## src/rtl/can_tx_queue.sv

```systemverilog
// can_tx_queue
// Transmit message queue sitting directly upstream of the CAN transmit
// container. The host writes up to DEPTH frames, each an 11-bit ID plus a
// 64-bit payload. Once the bus is idle, the head frame is presented on
// address/data and send_data requests transmission. The frame is then
// tracked on rx until end-of-frame, and only then is the entry released.
//
// Optional feature macro: CAN_TXQ_TIMEOUT_EN
//   When defined, a per-frame bit-sample counter aborts a frame after
//   TIMEOUT_BITS samples, pulsing timeout and dropping the head entry.
//   When undefined, the frame wait is unbounded and timeout stays 0.
//
// Ports
//   clk        in   system clock, rising edge
//   rst        in   synchronous active-high reset
//   baud_clk   in   bit-rate clock; its rising edge marks a sample point
//   rx         in   CAN receive line (1 = recessive)
//   wr_en      in   enqueue strobe
//   wr_id      in   [10:0] frame ID to enqueue
//   wr_data    in   [63:0] payload to enqueue
//   full       out  count == DEPTH
//   empty      out  count == 0
//   count      out  [PTR_W:0] occupancy
//   address    out  [10:0] ID of the frame in flight
//   data       out  [63:0] payload of the frame in flight
//   send_data  out  transmit request
//   busy       out  high outside IDLE
//   done       out  one-cycle pulse on frame completion
//   timeout    out  one-cycle pulse on frame abort
module can_tx_queue #(
  parameter int DEPTH        = 4,
  parameter int PTR_W        = 2,
  parameter int IDLE_BITS    = 11,
  parameter int TIMEOUT_BITS = 200
) (
  input  logic             clk,
  input  logic             rst,
  input  logic             baud_clk,
  input  logic             rx,
  input  logic             wr_en,
  input  logic [10:0]      wr_id,
  input  logic [63:0]      wr_data,
  output logic             full,
  output logic             empty,
  output logic [PTR_W:0]   count,
  output logic [10:0]      address,
  output logic [63:0]      data,
  output logic             send_data,
  output logic             busy,
  output logic             done,
  output logic             timeout
);

  localparam int IC_W = $clog2(IDLE_BITS + 1);
  localparam logic [PTR_W:0] FULL_CNT = (PTR_W + 1)'(DEPTH);

  typedef enum logic [1:0] {
    S_IDLE,
    S_LOAD,
    S_SEND,
    S_WAIT_EOF
  } state_t;

  state_t r_state, w_state_nxt;

  // Bit sampling
  logic r_baud_q;
  logic w_bsamp, w_rec, w_dom;

  assign w_bsamp = baud_clk & ~r_baud_q;
  assign w_rec   = w_bsamp & rx;
  assign w_dom   = w_bsamp & ~rx;

  always_ff @(posedge clk) begin
    if (rst) r_baud_q <= 1'b0;
    else     r_baud_q <= baud_clk;
  end

  // Bus-idle counter
  logic [IC_W-1:0] r_idle_cnt;
  logic            w_bus_idle;

  assign w_bus_idle = (r_idle_cnt == IC_W'(IDLE_BITS));

  always_ff @(posedge clk) begin
    if (rst)                            r_idle_cnt <= '0;
    else if (w_dom)                     r_idle_cnt <= '0;
    else if (w_rec && !w_bus_idle)      r_idle_cnt <= r_idle_cnt + 1'b1;
  end

  // Queue storage
  logic [10:0]      r_id_mem   [DEPTH];
  logic [63:0]      r_data_mem [DEPTH];
  logic [PTR_W-1:0] r_wptr, r_rptr;
  logic [PTR_W:0]   r_count;
  logic             w_wr_acc, w_pop;

  assign full     = (r_count == FULL_CNT);
  assign empty    = (r_count == '0);
  assign count    = r_count;
  // Fullness is judged before any same-cycle pop, so a write into a full
  // queue is lost even when the head is released on that edge.
  assign w_wr_acc = wr_en & ~full;

  always_ff @(posedge clk) begin
    if (w_wr_acc) begin
      r_id_mem[r_wptr]   <= wr_id;
      r_data_mem[r_wptr] <= wr_data;
    end
  end

  always_ff @(posedge clk) begin
    if (rst) begin
      r_wptr  <= '0;
      r_rptr  <= '0;
      r_count <= '0;
    end else begin
      if (w_wr_acc) r_wptr <= r_wptr + 1'b1;
      if (w_pop)    r_rptr <= r_rptr + 1'b1;
      case ({w_wr_acc, w_pop})
        2'b10:   r_count <= r_count + 1'b1;
        2'b01:   r_count <= r_count - 1'b1;
        default: r_count <= r_count;
      endcase
    end
  end

  // Frame abort counter
  logic w_frm_last;
  logic w_load;

`ifdef CAN_TXQ_TIMEOUT_EN
  localparam int FC_W = $clog2(TIMEOUT_BITS + 1);
  logic [FC_W-1:0] r_frm_cnt;

  always_ff @(posedge clk) begin
    if (rst || w_load || (r_state == S_SEND && w_dom))
      r_frm_cnt <= '0;
    else if ((r_state == S_SEND || r_state == S_WAIT_EOF) && w_bsamp)
      r_frm_cnt <= r_frm_cnt + 1'b1;
  end

  assign w_frm_last = (r_frm_cnt == FC_W'(TIMEOUT_BITS - 1));
`else
  assign w_frm_last = 1'b0;
`endif

  // FSM
  logic w_done_nxt, w_tout_nxt;

  always_ff @(posedge clk) begin
    if (rst) r_state <= S_IDLE;
    else     r_state <= w_state_nxt;
  end

  always_comb begin
    w_state_nxt = r_state;
    w_done_nxt  = 1'b0;
    w_tout_nxt  = 1'b0;
    w_load      = 1'b0;
    case (r_state)
      S_IDLE: begin
        if (!empty && w_bus_idle) w_state_nxt = S_LOAD;
      end
      S_LOAD: begin
        w_load      = 1'b1;
        w_state_nxt = S_SEND;
      end
      S_SEND: begin
        if (w_dom) begin
          w_state_nxt = S_WAIT_EOF;
        end else if (w_bsamp && w_frm_last) begin
          w_tout_nxt  = 1'b1;
          w_state_nxt = S_IDLE;
        end
      end
      S_WAIT_EOF: begin
        // The SOF sample cleared idle_cnt, so in this state it equals the
        // run of consecutive recessive samples since SOF.
        if (w_rec && r_idle_cnt == IC_W'(IDLE_BITS - 1)) begin
          w_done_nxt  = 1'b1;
          w_state_nxt = S_IDLE;
        end else if (w_bsamp && w_frm_last) begin
          w_tout_nxt  = 1'b1;
          w_state_nxt = S_IDLE;
        end
      end
      default: w_state_nxt = S_IDLE;
    endcase
  end

  assign w_pop     = w_done_nxt | w_tout_nxt;
  assign send_data = (r_state == S_SEND);
  assign busy      = (r_state != S_IDLE);

  // Registered outputs
  logic [10:0] r_addr;
  logic [63:0] r_data;
  logic        r_done, r_tout;

  always_ff @(posedge clk) begin
    if (rst) begin
      r_addr <= '0;
      r_data <= '0;
      r_done <= 1'b0;
      r_tout <= 1'b0;
    end else begin
      r_done <= w_done_nxt;
      r_tout <= w_tout_nxt;
      if (w_load) begin
        r_addr <= r_id_mem[r_rptr];
        r_data <= r_data_mem[r_rptr];
      end
    end
  end

  assign address = r_addr;
  assign data    = r_data;
  assign done    = r_done;
  assign timeout = r_tout;

endmodule

```

## config.mk

```make
export PLATFORM = sky130hd
export DESIGN_NAME = can_tx_queue
export DESIGN_NICKNAME = d
export VERILOG_FILES = /design/src/rtl/can_tx_queue.sv
export SDC_FILE = /design/constraint.sdc
export NUM_CORES = 1
export LEC_CHECK = 0
export BUFFER_PORTS_ARGS = -buffer_cell sky130_fd_sc_hd__buf_2
export CAP_MARGIN = 25
export CORE_MARGIN = 2
export CORE_UTILIZATION = 61
export DETAILED_ROUTE_END_ITERATION = 7
export GPL_ROUTABILITY_DRIVEN = 0
export GPL_TIMING_DRIVEN = 0
export PLACE_DENSITY = 0.83
export SLEW_MARGIN = 20
export SYNTH_ARGS = -nofsm -noshare
export SYNTH_HDL_FRONTEND = slang
export SYNTH_SLANG_ARGS = --single-unit
export TNS_END_PERCENT = 20
```

## constraint.sdc

```tcl
create_clock -name clk -period 5.8 [get_ports clk]
set_input_delay 1.16 -clock clk [delete_from_list [all_inputs] [get_ports clk]]
set_output_delay 1.16 -clock clk [all_outputs]
set_load 0.005 [all_outputs]
```

==> out/results.tsv, run 1 <==
stage	metric	value	unit
clocking	total clock buffers created by CTS	38	
status	run status	finished, final reports clean	
pwr	IR drop worst, VDD	0.000260	V
critical_path	critical path startpoint category	primary input	
detailed_routing	number of design-rule violations left by the first detailed-router iteration	440	
worst_hold_path	Hold WC Path Type	flop to flop	
clocking	clock transition at the registers of the reported paths	0.06	ns
synth	post-synthesis sequential area ratio	75.4	%
layout	final core utilization	72.5	%
grt	maximum number of pins on one net before global-route repair	45	
placed_design	sum of net half-perimeters after detailed placement	16.0	mm
grt	first-pass GRT wire length	39.6	mm
critical_path	worst endpoint required time	6.24	ns
sta	shortest period the worst path allows	2.65	ns
pwr	cell leakage power	5.93	nW
die	width of the die	157	um
pwr	overall power of the completed layout	0.00616	W
critical_path	Reg2Reg Setup Slack	3.52	ns
synth	Yosys Warn Count	0	
clocking	Root Buffer	sky130_fd_sc_hd__clkbuf_16	
die	area enclosed by the die boundary	24700	um^2
grt	global-route congestion overflow total	0	
critical_path	Critical R2R Launch	count[2]	
sta	Total Negative Setup Slacks	0	ns
detailed_routing	number of remaining DRC errors	0	
sta	highest clock frequency the design can meet	377	MHz
detailed_routing	ratio of routed vias to standard cells	5.58	
detailed_routing	total via count in the routed design	7165	
sta	number of failing hold endpoints at the final stage	0	
critical_path	number of cell instances on the worst register-to-register path	10	
pwr	power density relative to cell area	366	nW/um^2
critical_path	Setup CP Type	primary input to flop	
layout	Area Overhead vs Synth	17.6	%
sta	unrepaired setup endpoints after global routing	false	
layout	layout cells sized above 1	33.2	%
detailed_routing	antenna-violating nets left	0	
critical_path	CP Launch Point	rx	
clocking	number of resized instances in the post-cts repair step	0	
die	number of primary I/O pins	164	
sta	final-report setup violation count	0	
synth	Post-Synthesis Net Count	825	
clocking	Post-CTS Hold Fix Bufs	0	
critical_path	critical path capture point type	flop	
die	initial standard-cell utilization of the core	61.6	%
clocking	total setup buffers inserted after CTS	0	
layout	Diodes inserted	0	
clocking	Sinks on Clock Net	390	
critical_path	Worst EP arrival	3.09	ns
run	reported max-cap violation count	0	
die	Die H	157	um
grt	GRT Total Usage	21.3	%
die	number of placement rows	56	
clocking	count of H-tree levels built during CTS	2	
critical_path	capture point of the worst path	count[2]	
synth	Mapped Cells	732	
synth	distinct cell type count after synthesis	33	
grt	number of antenna violations at the first check in global routing	3	
placed_design	PortBufs	161	
detailed_routing	final wirelength	25.9	mm
detailed_routing	average wire per standard cell	20.2	um
clocking	clock tree from TritonCTS	yes	
layout	final net count	1030	
sta	crit share post-route	45.7	%
grt	number of global-route vias before repair	7246	
critical_path	Worst Path Max Fanout	6	
sta	number of pins exceeding their max-slew limit in the final report	0	
critical_path	endpoint of the lowest-slack register-to-register path	count[2]	
sta	slew margin rel.	42.9	%
synth	Yosys reg bits	390	
die	floorplan core area	23300	um^2
sta	worst setup skew after layout	0.0152	ns
synth	post-synthesis instance area	14300	um^2
sta	slew at the pin closest to its max-slew limit	0.857	ns
synth	average cell area after synthesis	19.6	um^2
detailed_routing	first drt pass iteration count	5	
clocking	Max Buffers Root-to-Sink	3	
clocking	clock latency on the worst-skew pair	0.51	ns
[kinds of logic (layout without fill, tap and decap cells)]
group,after synthesis,after routing,share of synthesized area (%)
flip-flops,390,390,75.4
AND/OR/NAND/NOR,111,111,3.39
buffers and inverters,50,283,2.05
XOR/XNOR,8,8,0.489
other,1,1,0.0262
adder cells (fa/ha/maj),13,13,1.19
multiplexers,152,152,17.2
AO/OA/AOI/OAI,7,7,0.297
[layout by cell type (no fill, tap or decap), types with 3 or more instances in the layout]
cell                        synthesis  routed
sky130_fd_sc_hd__buf_1              3       3
sky130_fd_sc_hd__mux2i_1           77      77
sky130_fd_sc_hd__clkbuf_8           0       5
sky130_fd_sc_hd__nand2b_1           3       3
sky130_fd_sc_hd__edfxtp_1         300     300
sky130_fd_sc_hd__inv_1             11      11
sky130_fd_sc_hd__buf_12             4       6
sky130_fd_sc_hd__nor2_1            87      87
sky130_fd_sc_hd__mux4_2            75      75
sky130_fd_sc_hd__clkbuf_1          14      27
sky130_fd_sc_hd__dfxtp_1           90      90
sky130_fd_sc_hd__buf_4              5       5
sky130_fd_sc_hd__buf_2             12     173
sky130_fd_sc_hd__ha_1              12      12
sky130_fd_sc_hd__and2_4             0       4
sky130_fd_sc_hd__clkbuf_16          0      41
sky130_fd_sc_hd__clkinv_2           0       5
sky130_fd_sc_hd__xor2_1             6       6
[worst min path at each step]
stage | from | end | slack [ns] | depth (start not counted)
3_5_place_dp | data[1] | data[1] | 0.47 | 2
3_3_place_gp | data[57] | data[57] | 0.47 | 2
6_report | address[3] | address[3] | 0.48 | 2
2_1_floorplan | r_state[1] | r_state[1] | 0.48 | 2
4_1_cts | address[3] | address[3] | 0.49 | 2
5_1_grt | data[61] | data[61] | 0.50 | 2
[routing by layer]
layer | vias up | wire length [um] | part of all wire (%) | track usage [%]
met5 | - | 36 | 0.14 | 0
met4 | 6 | 481 | 1.9 | 5.63
met3 | 41 | 2100 | 8.1 | 5.67
met2 | 241 | 13000 | 50 | 36.0
met1 | 3631 | 10300 | 40 | 27.8
li1 | 3246 | - | - | -
[synth_stat cells]
master | n | share of area, %
sky130_fd_sc_hd__a211oi_1 | 2 | 0.10
sky130_fd_sc_hd__a21boi_0 | 1 | 0.052
sky130_fd_sc_hd__a21oi_1 | 2 | 0.070
sky130_fd_sc_hd__and2_1 | 5 | 0.22
sky130_fd_sc_hd__and3b_1 | 2 | 0.12
sky130_fd_sc_hd__buf_1 | 3 | 0.079
sky130_fd_sc_hd__buf_12 | 4 | 0.56
sky130_fd_sc_hd__buf_2 | 12 | 0.42
sky130_fd_sc_hd__buf_4 | 5 | 0.26
sky130_fd_sc_hd__buf_6 | 1 | 0.079
sky130_fd_sc_hd__clkbuf_1 | 14 | 0.37
sky130_fd_sc_hd__conb_1 | 1 | 0.026
sky130_fd_sc_hd__dfxtp_1 | 90 | 13
sky130_fd_sc_hd__edfxtp_1 | 300 | 63
sky130_fd_sc_hd__fa_1 | 1 | 0.14
sky130_fd_sc_hd__ha_1 | 12 | 1.0
sky130_fd_sc_hd__inv_1 | 11 | 0.29
sky130_fd_sc_hd__mux2i_1 | 77 | 5.4
sky130_fd_sc_hd__mux4_2 | 75 | 12
sky130_fd_sc_hd__nand2b_1 | 3 | 0.13
sky130_fd_sc_hd__nand3_1 | 2 | 0.070
sky130_fd_sc_hd__nand3b_1 | 2 | 0.10
sky130_fd_sc_hd__nand4_1 | 2 | 0.087
sky130_fd_sc_hd__nor2_1 | 87 | 2.3
sky130_fd_sc_hd__nor2b_1 | 2 | 0.087
sky130_fd_sc_hd__nor3_1 | 1 | 0.035
sky130_fd_sc_hd__nor3b_1 | 2 | 0.10
sky130_fd_sc_hd__nor4b_1 | 1 | 0.061
sky130_fd_sc_hd__o21ai_0 | 2 | 0.070
sky130_fd_sc_hd__or2_2 | 1 | 0.044
sky130_fd_sc_hd__or3_1 | 1 | 0.044
sky130_fd_sc_hd__xnor2_1 | 2 | 0.12
sky130_fd_sc_hd__xor2_1 | 6 | 0.37
[registers in the layout, summed over array words and instances (netlist names)]
register and cells:
r_state 2, done 1, address 11, r_idle_cnt 4, r_data_mem 256, r_wptr 2
r_id_mem 44, data 64, r_rptr 2, count 3, r_baud_q 1
[critical path: stages]
cell                       delay [ns]
sky130_fd_sc_hd__buf_2           0.09
sky130_fd_sc_hd__and3b_1         0.15
sky130_fd_sc_hd__clkbuf_1        0.21
sky130_fd_sc_hd__nand3_1         0.20
sky130_fd_sc_hd__inv_1           0.09
sky130_fd_sc_hd__ha_1            0.17
sky130_fd_sc_hd__inv_1           0.06
sky130_fd_sc_hd__fa_1            0.37
sky130_fd_sc_hd__xor2_1          0.16
sky130_fd_sc_hd__or3_1           0.31
sky130_fd_sc_hd__a21oi_1         0.13
[cell type report]
type	instances	area, um^2
Timing Repair Buffer	165	901
Buffer	39	253
Clock inverter	9	70.1
Fill cell	1414	6400
Sequential cell	390	10800
Inverter	11	41.3
Tap cell	319	399
Clock buffer	59	1140
Multi-Input combinational cell	292	3240
[stage by stage]
step	hold slack (ns)	worst slack, ns	std cells	cell area, um^2
after floorplan	0.485	2.07	732	14300
after global placement	0.466	0.502	1212	15500
after detailed placement	0.475	2.62	1216	15600
after CTS	0.491	3.16	1284	16900
after global routing	0.501	3.02	1284	16900
final	0.483	3.15	1284	16900
[power by group]
part	leakage (nW)	switching, W	total (W)	internal (W)
logic	1.85	0.000299	0.000547	0.000248
registers	3.48	0.0000669	0.00326	0.00319
clock network	0.594	0.000956	0.00236	0.00140
No activity file was read; power rests on OpenSTA's default activity.
==> run 2: changes to the inputs <==
--- a/config.mk
+++ b/config.mk
@@ -8,11 +8,11 @@
 export BUFFER_PORTS_ARGS = -buffer_cell sky130_fd_sc_hd__buf_2
 export CAP_MARGIN = 25
 export CORE_MARGIN = 2
-export CORE_UTILIZATION = 61
+export CORE_UTILIZATION = 52
 export DETAILED_ROUTE_END_ITERATION = 7
 export GPL_ROUTABILITY_DRIVEN = 0
 export GPL_TIMING_DRIVEN = 0
-export PLACE_DENSITY = 0.83
+export PLACE_DENSITY = 0.75
 export SLEW_MARGIN = 20
 export SYNTH_ARGS = -nofsm -noshare
 export SYNTH_HDL_FRONTEND = slang
==> constraint.sdc (replaced) <==
create_clock -name clk -period 2.1 [get_ports clk]
set_input_delay 0.42 -clock clk [delete_from_list [all_inputs] [get_ports clk]]
set_output_delay 0.42 -clock clk [all_outputs]
set_load 0.005 [all_outputs]
==> out/results.tsv, run 2 (synthesis gave the netlist of run 1 again) <==
stage	metric	value	unit	change
clocking	Max Buffers Root-to-Sink	3		unchanged
clocking	Sinks on Clock Net	390		unchanged
clocking	clock transition at the registers of the reported paths	0.06	ns	about the same
critical_path	Worst EP arrival	2.53	ns	-0.56 ns
critical_path	Critical Path Most Common Cell	sky130_fd_sc_hd__inv_1		
layout	commonest cells after routing, fill and taps aside	300 x sky130_fd_sc_hd__edfxtp_1, 172 x sky130_fd_sc_hd__buf_2, 88 x sky130_fd_sc_hd__dfxtp_1		
layout	final net count	1043		+1.3%
clocking	clock latency on the worst-skew pair	0.53	ns	+0.02 ns
detailed_routing	average wire per standard cell	20.4	um	+0.94%
critical_path	Slowest cell on crit path	sky130_fd_sc_hd__fa_2		
layout	flip-flop count of the largest register after layout	256		unchanged
layout	most common library cell in the layout ignoring fill and taps	sky130_fd_sc_hd__edfxtp_1		
die	number of primary I/O pins	164		unchanged
sta	final-report setup violation count	0		unchanged
clocking	Root Buffer	sky130_fd_sc_hd__clkbuf_16		
die	number of placement rows	60		+7.1%
critical_path	critical path capture point type	flop		
critical_path	Reg2Reg Setup Slack	0.02	ns	-3.50 ns
pwr	switching share of power	21.4	%	about the same
pwr	IR drop worst, VDD	0.000887	V	+240%
die	area enclosed by the die boundary	28900	um^2	+17%
detailed_routing	antenna-violating nets left	0		unchanged
sta	unrepaired setup endpoints after global routing	true		
pwr	portion of total power attributed to the clock network	40.6	%	+2.4 points
sta	shortest period the worst path allows	2.08	ns	
pwr	part of the total power dissipated in combinational logic	8.7	%	-0.2 points
sta	slew at the pin closest to its max-slew limit	0.902	ns	+0.0449 ns
grt	number of global-route vias before repair	7569		+4.5%
sta	number of failing hold endpoints at the final stage	0		unchanged
placed_design	sum of net half-perimeters after detailed placement	16.4	mm	+2.5%
clocking	clock tree from TritonCTS	yes		
die	initial standard-cell utilization of the core	53.0	%	-8.6 points
layout	Reg with most FFs	r_data_mem		
detailed_routing	first drt pass iteration count	5		unchanged
pwr	overall power of the completed layout	0.0178	W	+190%
layout	final core utilization	63.7	%	-8.8 points
detailed_routing	total via count in the routed design	7162		-0.042%
critical_path	worst endpoint required time	2.55	ns	-3.69 ns
grt	number of antenna violations at the first check in global routing	4		+1
grt	GRT Total Usage	19.0	%	-2.3 points
sta	worst setup skew after layout	0.0226	ns	+0.00735 ns
layout	layout cells sized above 1	35.5	%	+2.3 points
sta	crit share post-route	99.3	%	
placed_design	worst setup slack before clock tree synthesis	-0.356	ns	-2.98 ns
die	width of the die	170	um	+8.1%
critical_path	biggest cell delay along the critical path	0.33	ns	-0.04 ns
critical_path	Worst path top cell family by delay	simple AND/OR/NAND/NOR gates		
grt	first-pass GRT wire length	41.6	mm	+5.1%
status	run status	finished, final reports clean		
clocking	count of H-tree levels built during CTS	2		unchanged
detailed_routing	number of design-rule violations left by the first detailed-router iteration	447		+1.6%
critical_path	crit path cell chain	inv_1 -> ha_1 -> and3b_2 -> nand3_4 -> inv_2 -> ha_4 -> inv_1 -> fa_2 -> xor2_1 -> or3_1 -> a21oi_2		
pwr	power density relative to cell area	1030	nW/um^2	+180%
grt	global-route congestion overflow total	0		unchanged
detailed_routing	number of remaining DRC errors	0		unchanged
die	Die H	170	um	+8.1%
grt	maximum number of pins on one net before global-route repair	43		-4.4%
worst_hold_path	Hold WC Path Type	primary input to flop		
sta	highest clock frequency the design can meet	480	MHz	
critical_path	Setup CP Type	flop to flop		
layout	Area Overhead vs Synth	20.0	%	
run	reported max-cap violation count	0		unchanged
sta	number of pins exceeding their max-slew limit in the final report	0		unchanged
pwr	total net switching power	0.00381	W	+190%
critical_path	number of buffers and inverters on the critical path	3		-1
sta	post-route worst setup slack	0.0155	ns	-3.13 ns
detailed_routing	final wirelength	27.0	mm	+4.2%
pwr	cell leakage power	6.07	nW	+2.3%
die	floorplan core area	27000	um^2	+16%
critical_path	critical path startpoint category	flop		
pwr	portion of total power attributed to sequential cells	50.7	%	-2.2 points
detailed_routing	ratio of routed vias to standard cells	5.41		-3.1%
sta	slew margin rel.	39.9	%	-3.0 points
placed_design	PortBufs	161		unchanged
clocking	total clock buffers created by CTS	41		+7.9%
critical_path	Worst Path Max Fanout	3		-3
pwr	cell internal pwr	0.0140	W	+190%
-- run 2: path summary, 6_finish.rpt --
path / from / end / depth (start not counted)
max reg2reg: r_idle_cnt[0] / count[2] / 11
max: r_idle_cnt[0] / count[2] / 11
min reg2reg: data[49] / data[49] / 2
min: wr_data[13] / r_data_mem[2][13] / 1
-- run 2: final cells by class --
| class | instances | area [um^2] |
|---|---|---|
| fill | 1917 | 9820 |
| tap | 341 | 427 |
| antenna | 1 | 2.50 |
| sequential | 390 | 10800 |
| clock inverter | 15 | 178 |
| inverter | 11 | 41.3 |
| timing repair buffer | 173 | 978 |
| clock buffer | 61 | 1190 |
| multi-input combinational | 296 | 3320 |
| buffer | 37 | 248 |
-- run 2: what timing repair did --
item	CTS	global route
gates cloned	4	0
resized for setup	7	9
buffers inserted	1	5
pin swaps	5	2
hold buffers	0	0
endpoints found under the setup margin	134	28
-- run 2: layer usage --
metal | wire [um] | global-route usage [%] | up-vias
met5 | 55 | 0 | -
met4 | 606 | 5.46 | 8
met3 | 2030 | 5.65 | 54
met2 | 13400 | 32.1 | 198
met1 | 10900 | 24.1 | 3625
li1 | - | - | 3277
-- run 2: through the flow --
| stage | setup TNS (ns) | area (um^2) | instances | hold slack [ns] |
|---|---|---|---|---|
| 3_3_place_gp | -302.82 | 15600 | 1234 | 0.466 |
| 5_1_grt | -0.0722 | 17200 | 1324 | 0.0919 |
| 3_5_place_dp | -25.72 | 15700 | 1240 | 0.476 |
| 6_report | 0 | 17200 | 1325 | 0.102 |
| 2_1_floorplan | -40.43 | 14300 | 732 | 0.485 |
| 4_1_cts | -0.0959 | 17100 | 1319 | 0.0793 |
-- run 2: power by group through the flow --
stage	sequential, W	combinational, W	clock [W]
3_5_place_dp	0.00917	0.00154	0
5_1_grt	0.00905	0.00171	0.00765
4_1_cts	0.00901	0.00157	0.00736
2_1_floorplan	0.00915	0.000897	0
6_report	0.00901	0.00155	0.00721
3_3_place_gp	0.00916	0.00146	0
